--- src/rtl/booth_multiplier_seq_pkg.sv ---
// Purpose: shared types and constants for the sequential Booth multiplier.
// Latency: n/a (declarations only).
// Backpressure: n/a.
package booth_multiplier_seq_pkg;

    // Operand width of the multiplier datapath and the adder/subtractor.
    localparam int WIDTH = 8;

    // Adder/subtractor mode encoding, shared by the multiplier and the adder.
    localparam logic MODE_ADD = 1'b0;
    localparam logic MODE_SUB = 1'b1;

    // Controller states.
    typedef enum logic [1:0] {
        IDLE = 2'd0,
        RUN  = 2'd1,
        DONE = 2'd2
    } state_e;

endpackage

--- src/rtl/booth_multiplier_seq_if.sv ---
// Purpose: start/busy/done request bus between a client and the Booth multiplier.
// Latency: n/a (wiring only).
// Backpressure: client may only issue start while busy is low; starts during busy are dropped.
interface booth_multiplier_seq_if;
    import booth_multiplier_seq_pkg::*;

    logic                 start;
    logic [WIDTH-1:0]     multiplicand;
    logic [WIDTH-1:0]     multiplier;
    logic                 busy;
    logic                 done;
    logic [2*WIDTH-1:0]   product;

    // Client side: issues requests, observes status and result.
    modport master (
        output start, multiplicand, multiplier,
        input  busy, done, product
    );

    // Multiplier side.
    modport slave (
        input  start, multiplicand, multiplier,
        output busy, done, product
    );

endinterface

--- src/rtl/booth_multiplier_seq_addsub.sv ---
// Purpose: combinational WIDTH-bit adder/subtractor with carry and signed overflow.
// Latency: 0 cycles (purely combinational).
// Backpressure: none.
module booth_multiplier_seq_addsub
    import booth_multiplier_seq_pkg::*;
#(
    parameter int WIDTH = booth_multiplier_seq_pkg::WIDTH
) (
    input  logic [WIDTH-1:0] a_i,
    input  logic [WIDTH-1:0] b_i,
    input  logic             mode_i,
    output logic [WIDTH-1:0] sum_o,
    output logic             carry_o,
    output logic             ovf_o
);

    logic [WIDTH-1:0] b_eff;
    logic [WIDTH:0]   full;

    // Subtraction is a + ~b + 1; overflow when both addends share a sign the result lacks.
    always_comb begin
        b_eff   = (mode_i == MODE_SUB) ? ~b_i : b_i;
        full    = {1'b0, a_i} + {1'b0, b_eff} + {{WIDTH{1'b0}}, (mode_i == MODE_SUB)};
        sum_o   = full[WIDTH-1:0];
        carry_o = full[WIDTH];
        ovf_o   = (a_i[WIDTH-1] == b_eff[WIDTH-1]) && (full[WIDTH-1] != a_i[WIDTH-1]);
    end

endmodule

--- src/rtl/booth_multiplier_seq.sv ---
// Purpose: sequential signed radix-2 Booth multiplier, one add/sub step per clock.
// Latency: start accepted at edge k -> done pulse and product valid after edge k+WIDTH.
// Backpressure: busy high during RUN; start is ignored while busy, accepted in IDLE or DONE.
module booth_multiplier_seq
    import booth_multiplier_seq_pkg::*;
#(
    parameter int WIDTH = booth_multiplier_seq_pkg::WIDTH,
    parameter int CNT_W = $clog2(WIDTH)
) (
    input  logic                  clk,
    input  logic                  rst_n,
    booth_multiplier_seq_if.slave mul_if
);

    state_e               state_q, state_d;
    logic [WIDTH-1:0]     m_q, m_d;
    logic [WIDTH-1:0]     a_q, a_d;
    logic [WIDTH-1:0]     q_q, q_d;
    logic                 q1_q, q1_d;
    logic [CNT_W-1:0]     cnt_q, cnt_d;
    logic [2*WIDTH-1:0]   product_q, product_d;

    logic                 load;
    logic                 step;
    logic                 last;

    logic                 add_mode;
    logic [WIDTH-1:0]     add_sum;
    logic                 add_ovf;
    logic                 carry_unused;

    logic [WIDTH-1:0]     s_sel;
    logic                 s_sign;
    logic [WIDTH-1:0]     a_step;
    logic [WIDTH-1:0]     q_step;

    // Pair 10 subtracts M; pair 01 (and the don't-care pairs) use add.
    assign add_mode = (q_q[0] & ~q1_q) ? MODE_SUB : MODE_ADD;

    booth_multiplier_seq_addsub #(
        .WIDTH (WIDTH)
    ) u_addsub (
        .a_i     (a_q),
        .b_i     (m_q),
        .mode_i  (add_mode),
        .sum_o   (add_sum),
        .carry_o (carry_unused),
        .ovf_o   (add_ovf)
    );

    // One Booth step: pick A or A+/-M, recover its true sign, then arithmetic-shift {A,Q} right.
    always_comb begin
        s_sel  = a_q;
        s_sign = a_q[WIDTH-1];
        if (q_q[0] != q1_q) begin
            s_sel  = add_sum;
            // The true result needs WIDTH+1 bits; its sign is the sum MSB corrected by overflow.
            s_sign = add_sum[WIDTH-1] ^ add_ovf;
        end
        a_step = {s_sign, s_sel[WIDTH-1:1]};
        q_step = {s_sel[0], q_q[WIDTH-1:1]};
    end

    // Controller: accept start in IDLE/DONE, step through RUN, flag the final step.
    always_comb begin
        state_d = state_q;
        load    = 1'b0;
        step    = 1'b0;
        last    = 1'b0;
        case (state_q)
            IDLE: begin
                if (mul_if.start) begin
                    load    = 1'b1;
                    state_d = RUN;
                end
            end
            RUN: begin
                step = 1'b1;
                if (cnt_q == CNT_W'(WIDTH - 1)) begin
                    last    = 1'b1;
                    state_d = DONE;
                end
            end
            DONE: begin
                if (mul_if.start) begin
                    load    = 1'b1;
                    state_d = RUN;
                end else begin
                    state_d = IDLE;
                end
            end
            default: state_d = IDLE;
        endcase
    end

    // Datapath next-state: load operands on accept, shift on each step, latch product on the last.
    always_comb begin
        m_d       = m_q;
        a_d       = a_q;
        q_d       = q_q;
        q1_d      = q1_q;
        cnt_d     = cnt_q;
        product_d = product_q;
        if (load) begin
            m_d   = mul_if.multiplicand;
            a_d   = '0;
            q_d   = mul_if.multiplier;
            q1_d  = 1'b0;
            cnt_d = '0;
        end else if (step) begin
            a_d   = a_step;
            q_d   = q_step;
            q1_d  = q_q[0];
            cnt_d = cnt_q + CNT_W'(1);
        end
        if (last) begin
            product_d = {a_step, q_step};
        end
    end

    // State and datapath registers; reset aborts any operation in flight.
    always_ff @(posedge clk or negedge rst_n) begin
        if (!rst_n) begin
            state_q   <= IDLE;
            m_q       <= '0;
            a_q       <= '0;
            q_q       <= '0;
            q1_q      <= 1'b0;
            cnt_q     <= '0;
            product_q <= '0;
        end else begin
            state_q   <= state_d;
            m_q       <= m_d;
            a_q       <= a_d;
            q_q       <= q_d;
            q1_q      <= q1_d;
            cnt_q     <= cnt_d;
            product_q <= product_d;
        end
    end

    assign mul_if.busy    = (state_q == RUN);
    assign mul_if.done    = (state_q == DONE);
    assign mul_if.product = product_q;

endmodule

--- src/flat_wrapper.sv ---
// flat-port wrapper written by rule: the top's interface ports become plain ports
module booth_multiplier_seq_flat import booth_multiplier_seq_pkg::*;
#(
    parameter int WIDTH = booth_multiplier_seq_pkg::WIDTH,
    parameter int CNT_W = $clog2(WIDTH)
)
  (clk, rst_n, mul_if_start, mul_if_multiplicand, mul_if_multiplier, mul_if_busy, mul_if_done, mul_if_product);
  booth_multiplier_seq_if mul_if_i ();
  input  logic clk;
  input  logic rst_n;
  input wire logic [$bits(mul_if_i.start)-1:0] mul_if_start;
  input wire logic [$bits(mul_if_i.multiplicand)-1:0] mul_if_multiplicand;
  input wire logic [$bits(mul_if_i.multiplier)-1:0] mul_if_multiplier;
  output wire logic [$bits(mul_if_i.busy)-1:0] mul_if_busy;
  output wire logic [$bits(mul_if_i.done)-1:0] mul_if_done;
  output wire logic [$bits(mul_if_i.product)-1:0] mul_if_product;
  assign mul_if_i.start = mul_if_start;
  assign mul_if_i.multiplicand = mul_if_multiplicand;
  assign mul_if_i.multiplier = mul_if_multiplier;
  assign mul_if_busy = mul_if_i.busy;
  assign mul_if_done = mul_if_i.done;
  assign mul_if_product = mul_if_i.product;
  booth_multiplier_seq #(.WIDTH(WIDTH), .CNT_W(CNT_W)) u_core (.clk(clk), .rst_n(rst_n), .mul_if(mul_if_i));
endmodule
--- config.mk ---
export PLATFORM = sky130hd
export DESIGN_NAME = booth_multiplier_seq_flat
export DESIGN_NICKNAME = d
export VERILOG_FILES = /design/src/rtl/booth_multiplier_seq_pkg.sv /design/src/rtl/booth_multiplier_seq_if.sv /design/src/rtl/booth_multiplier_seq_addsub.sv /design/src/rtl/booth_multiplier_seq.sv /design/src/flat_wrapper.sv
export SDC_FILE = /design/constraint.sdc
export NUM_CORES = 1
export LEC_CHECK = 0
export CAP_MARGIN = 20
export CORE_UTILIZATION = 50
export DETAILED_ROUTE_END_ITERATION = 8
export MAX_ROUTING_LAYER = met4
export PLACE_DENSITY = 0.73
export SETUP_SLACK_MARGIN = 0.05
export SYNTH_ARGS = -nofsm -noshare
export SYNTH_HDL_FRONTEND = slang
export SYNTH_SLANG_ARGS = --single-unit
--- constraint.sdc ---
create_clock -name clk -period 2.75 [get_ports clk]
set_input_delay 0.275 -clock clk [delete_from_list [all_inputs] [get_ports clk]]
set_output_delay 0.275 -clock clk [all_outputs]
set_load 0.03 [all_outputs]
==> impl_metrics.yaml, run 1 <==
placed_design:
  portBuffers: 36
  place.gp.congestion: 0.851
  place_inst: 319
  dpl.hpwl_mm: 3.30
route:
  wl_per_cell_um: 14.4
  final_antenna_net_count: 0
  num_vias: 1784
  drc: 10
  viasPerCell: 5.42
  drt_wl_total_mm: 4.73
  drtIter0Drc: 78
  drt_first_pass_iters: 6
floorplan:
  start_util_pct: 52.7
  die_area_mm2: 0.00496
  die_y_um: 70.5
  coreArea_mm2: 0.00444
  rows: 24
  die_w_um: 70.5
  io_pins: 37
clock_tree:
  cts_root_buffer: "clkbuf_8"
  cts_setup_buffers: 0
  clock-sinks: 46
  path_clk_slew_ps: 90
  clk_latency_ps: 300
  cts_tree: "done"
  htreeDepth: 2
  numCtsBuffers: 5
  clockBufferDepth: 2
global_routing:
  busiest_layer: "met2"
  use_met1_pct: 29.9
  antenna_found_initial: 0
  grt_remaining_overflow: 0
  grt_use_met3_pct: 3.61
  grt_pass1_vias: 1853
  grt_pass1_wl_mm: 8.46
  gr-usage-met2_pct: 35.6
  grt_use_total_pct: 22.3
  grt_max_degree: 47
sta:
  drv_slew: 0
  hold_viol: 0
  fin_crit_sh_pct: 93.8
  maxSlewHeadroom_pct: 45.8
  skew_ps: 9.86
  worstMarginPinSlew_ps: 813
  setup_viol: 0
  finalCriticalPeriod_ps: 2580
  fmax_mhz: 388
  tns_ps: 0
  rsz0062_at_grt: "false"
worst_setup_path:
  crit_required_ps: 2920
  critPathMaxFanout: 5
  worstRegToRegCells: 9
  critPathKind: "reg2reg"
  crit_arrival_ps: 2750
  critical_path.startpoint_type: "register"
  reg2reg_to: "u_core.mul_if.product[12]$_DFFE_PN0P_"
  timing.rr.start: "u_core.q1_q$_DFFE_PN0P_"
  critPathCaptureType: "register"
  rrSetupSlack_ps: 170
synthesis:
  synthCells: 237
  ys.flop_type: "dfrtp_1"
  netlist_area_mm2: 0.00234
  synth_edf_count: 0
  avgSynthCellArea_um2: 9.89
  syn-num-nets: 267
  ys_ff_latch: 46
  synth_area_leaders: "dfrtp_1 (49%), nand2_1 (9.3%), ha_1 (5.3%)"
  ys_seq_area_share_pct: 49.1
  yosys_warnings: 0
  yosysTopAreaCellShare_pct: 49.1
  yosys.area.top_type: "dfrtp_1"
  async_flop_share_pct: 100
  synth.distinct_cells: 42
layout:
  register_area_mm2: 0.00115
  areaGrowthSynthToFinish_pct: 23.2
  final_cells: 329
  antenna_cells: 0
  multi_input_area_mm2: 0.00112
  layout-drive-gt1-share_pct: 11.9
  fillers: 385
  nets: 306
status:
  status: "finished, violations left"
  failed_checks: "DRC"
hold_path:
  hold_path.class: "in2async"
run:
  cap_violations: 0
## layer usage
layer | share of wire, % | vias up
met1 | 48 | 850
met5 | 0 | -
li1 | - | 893
met4 | 0.93 | 0
met2 | 47 | 36
met3 | 3.3 | 5
## critical path: stages (launching register included)
cell,delay [ps]
dfrtp_1,390
inv_1,60
ha_2,230
xor2_1,270
ha_1,300
and3_1,220
a221o_2,340
a21oi_1,310
mux2i_1,240
nand3_1,100
## metrics by stage
| stage | area [um2] | setup WS, ps | utilization, % | hold WS (ps) |
|---|---|---|---|---|
| floorplan | 2340 | 244 | - | -20.6 |
| global placement | 2750 | 187 | 62.0 | 463 |
| detailed placement | 2750 | 54.9 | 62.0 | 470 |
| CTS | 2850 | 115 | 64.0 | 179 |
| global route | 2890 | 63.3 | 65.0 | 498 |
| finish | 2890 | 171 | 65.0 | 448 |
## worst max path at each step
stage	start	to	slack (ps)	cells after the start
3_5_place_dp	u_core.q_q[0]$_DFFE_PN0P_	u_core.mul_if.product[13]$_DFFE_PN0P_	50	8
4_1_cts	u_core.q_q[0]$_DFFE_PN0P_	u_core.mul_if.product[13]$_DFFE_PN0P_	120	8
3_3_place_gp	u_core.q1_q$_DFFE_PN0P_	u_core.mul_if.product[12]$_DFFE_PN0P_	190	9
6_report	u_core.q1_q$_DFFE_PN0P_	u_core.mul_if.product[12]$_DFFE_PN0P_	170	9
5_1_grt	u_core.q1_q$_DFFE_PN0P_	u_core.mul_if.product[14]$_DFFE_PN0P_	60	10
2_1_floorplan	u_core.q_q[0]$_DFFE_PN0P_	u_core.mul_if.product[13]$_DFFE_PN0P_	240	9
## synthesized netlist by cell type (2+ instances only)
cell type,number
nand2_1,58
xnor2_1,3
o21ai_0,14
a22o_1,5
nor3_1,2
buf_2,2
a31oi_1,5
a22oi_1,3
a21oi_1,8
nor4_1,2
clkbuf_1,8
dfrtp_1,46
nor2_1,13
inv_1,6
nand2b_1,4
ha_1,10
nor2b_1,3
a21o_1,2
and3_1,2
mux2_2,8
mux2i_1,3
nand3_1,4
xor2_1,7
## flip-flops by register name, indices dropped and copies added (netlist names)
register and cells:
u_core.a_q 8, u_core.cnt_q 3, u_core.m_q 8, u_core.q1_q 1, u_core.q_q 8, u_core.state_q 2, u_core.mul_if.product 16
## kinds of logic after synthesis
family	count (synthesis)	share of synthesized area, %
compound gates	50	15.8
xor+xnor	10	3.74
fa+ha+maj	11	6.19
buf+inv	19	3.47
flops	46	49.1
mux	12	5.77
simple gates	89	15.9
## cell usage in the layout (no fill, tap or decap), types with 3 or more instances in the layout
cell,synthesis,layout
a21oi_1,8,7
inv_1,6,6
a22o_1,5,5
mux2i_1,3,3
xor2_1,7,7
o21ai_0,14,14
nor2_1,13,13
a31oi_1,5,5
nand2_1,58,58
nand2b_1,4,4
clkbuf_8,0,6
nand3_1,4,4
buf_4,0,6
mux2_2,8,8
clkdlybuf4s50_1,0,35
ha_1,10,9
dfrtp_1,46,46
nor2b_1,3,3
a22oi_1,3,3
xnor2_1,3,3
## area by class of cell
class                   instances  area share, %
clock inverters                 1          0.173
well taps                      52           2.25
inverters                       7          0.910
repair buffers                 44           14.9
flip-flops and latches         46           39.9
multi-input cells             172           38.9
clock buffers                   7           2.99
## what timing repair did
action | CTS | global route
pin swaps | 0 | 0
cloned | 0 | 0
resized for setup | 1 | 3
hold buffers | 0 | 1
setup endpoints to repair | 1 | 7
endpoints found under the hold margin | 0 | 18
Power of run 1 is not shown: default switching activity piles up to over one toggle a cycle in this logic, so the estimate is an artifact.
==> inputs of run 2 (changes only) <==
clock period = 2.5 ns   (was 2.75 ns; I/O delays follow)
==> impl_metrics.yaml, run 2 (same netlist as run 1, synthesis figures left out) <==
sta:
  drv_slew: 0
  skew_ps: 12.0
  worstMarginPinSlew_ps: 519
  hold_viol: 0
  setup_viol: 0
  finalCriticalPeriod_ps: 2470
  fin_crit_sh_pct: 98.8
  maxSlewHeadroom_pct: 65.3
  rsz0062_at_grt: "true"
  fmax_mhz: 405
layout:
  nets: 317
  layout-drive-gt1-share_pct: 19.9
  final_common_cell: "nand2_1"
  fillers: 365
  antenna_cells: 0
  areaGrowthSynthToFinish_pct: 32.4
  largest_reg_flops: 16
  final_cells: 339
  final_cell_mix: "nand2_1 (58), dfrtp_1 (46), clkdlybuf4s50_1 (35)"
worst_setup_path:
  critPathCapture: "u_core.a_q[6]$_DFFE_PN0P_"
  timing.rr.start: "u_core.q1_q$_DFFE_PN0P_"
  cp_cell_sequence: "inv_2, ha_4, xor2_2, ha_4, a21o_1, a22o_4, a2111oi_4, nor3_2, o31ai_1"
  crit_required_ps: 2710
  path_common_cell: "ha_4"
  critPathCaptureType: "register"
  cp-startpoint: "u_core.q1_q$_DFFE_PN0P_"
  worstRegToRegCells: 9
  reg2reg_to: "u_core.a_q[6]$_DFFE_PN0P_"
  critPathMaxFanout: 5
  cpPeakStageDelay_ps: 430
  worst_path_max_delay_cell: "a2111oi_4"
  crit_arrival_ps: 2680
  critPathKind: "reg2reg"
  rrSetupSlack_ps: 30
  critical_path.startpoint_type: "register"
clock_tree:
  clock-sinks: 46
  numCtsBuffers: 5
  htreeDepth: 2
  cts_tree: "done"
  clockBufferDepth: 2
  clk_latency_ps: 310
  path_clk_slew_ps: 90
  cts_root_buffer: "clkbuf_8"
floorplan:
  rows: 24
  coreArea_mm2: 0.00444
  die_area_mm2: 0.00496
  io_pins: 37
  die_w_um: 70.5
  die_y_um: 70.5
  start_util_pct: 52.7
route:
  drt_first_pass_iters: 7
  final_antenna_net_count: 0
  num_vias: 1863
  drtIter0Drc: 155
  drc: 10
  drt_wl_total_mm: 5.35
  wl_per_cell_um: 15.8
  viasPerCell: 5.50
global_routing:
  grt_remaining_overflow: 0
  grt_pass1_vias: 1779
  grt_use_total_pct: 23.7
  grt_max_degree: 47
  grt_pass1_wl_mm: 8.71
  antenna_found_initial: 0
placed_design:
  place_inst: 328
  portBuffers: 36
  dpl.hpwl_mm: 3.63
  place.gp.congestion: 0.879
status:
  status: "finished, violations left"
  failed_checks: "DRC"
run:
  cap_violations: 0
hold_path:
  hold_path.class: "in2async"
[run 2: cell count changes in the layout (fill, tap and decap cells not counted), sizes merged]
cell	change
clkinv	-1
clkbuf	-1
bufinv	+1
buf	+11
[run 2: final cells by class]
type / instances / area, um2 / area share, %
Sequential cell: 46 / 1150 / 37.1
Clock inverter: 1 / 30.0 / 0.968
Inverter: 7 / 26.3 / 0.847
Tap cell: 52 / 65.1 / 2.10
Timing Repair Buffer: 55 / 513 / 16.5
Clock buffer: 6 / 82.6 / 2.66
Multi-Input combinational cell: 172 / 1230 / 39.8
[run 2: critical path: cells and delay by family, from the launching register on]
family / cells / cell delay [ps]
adders and majority gates: 2 / 440
DFF: 1 / 390
buffers and inverters: 1 / 70
and+or+nand+nor: 1 / 90
AOI/OAI and AO/OA: 4 / 1190
xor gates and xnor gates: 1 / 180
[run 2: worst min-delay path by stage]
stage	start	end	slack, ps	cells after the start
global route	rst_n	u_core.mul_if.product[7]$_DFFE_PN0P_	460	2
CTS	rst_n	u_core.mul_if.product[7]$_DFFE_PN0P_	150	1
finish	rst_n	u_core.mul_if.product[7]$_DFFE_PN0P_	410	2
global placement	u_core.mul_if.product[13]$_DFFE_PN0P_	u_core.mul_if.product[13]$_DFFE_PN0P_	460	2
detailed placement	u_core.mul_if.product[13]$_DFFE_PN0P_	u_core.mul_if.product[13]$_DFFE_PN0P_	470	2
floorplan	rst_n	u_core.a_q[0]$_DFFE_PN0P_	-50	0
[run 2: timing repair]
item / 4_1_cts / 5_1_grt
gates resized for setup: 6 / 19
setup endpoints to repair: 10 / 10
hold buffers: 0 / 1
pin swaps: 1 / 8
hold endpoints to repair: 0 / 18
buffers inserted: 1 / 1
[run 2: stage by stage]
stage               utilization, %  worst slack [ps]  instance area [um2]  hold slack, ps  TNS (ps)
finish                        69.8              31.0                 3100             406         0
global route                  69.8             -32.0                 3100             457     -32.0
CTS                           66.8              56.3                 2970             148         0
detailed placement            63.5              -134                 2820             469      -514
global placement              63.5             -88.5                 2820             460      -199
floorplan                        -              55.9                 2340           -45.6         0
[run 2: metal layers]
layer  track usage [%]  share of wire (%)  routed length, um
met4              6.58                1.1                 58
met5                 -                  0                  0
met2              36.0                 49               2620
met3              4.76                3.4                182
met1              32.4                 47               2490
Power of run 2 is left out for the same reason.
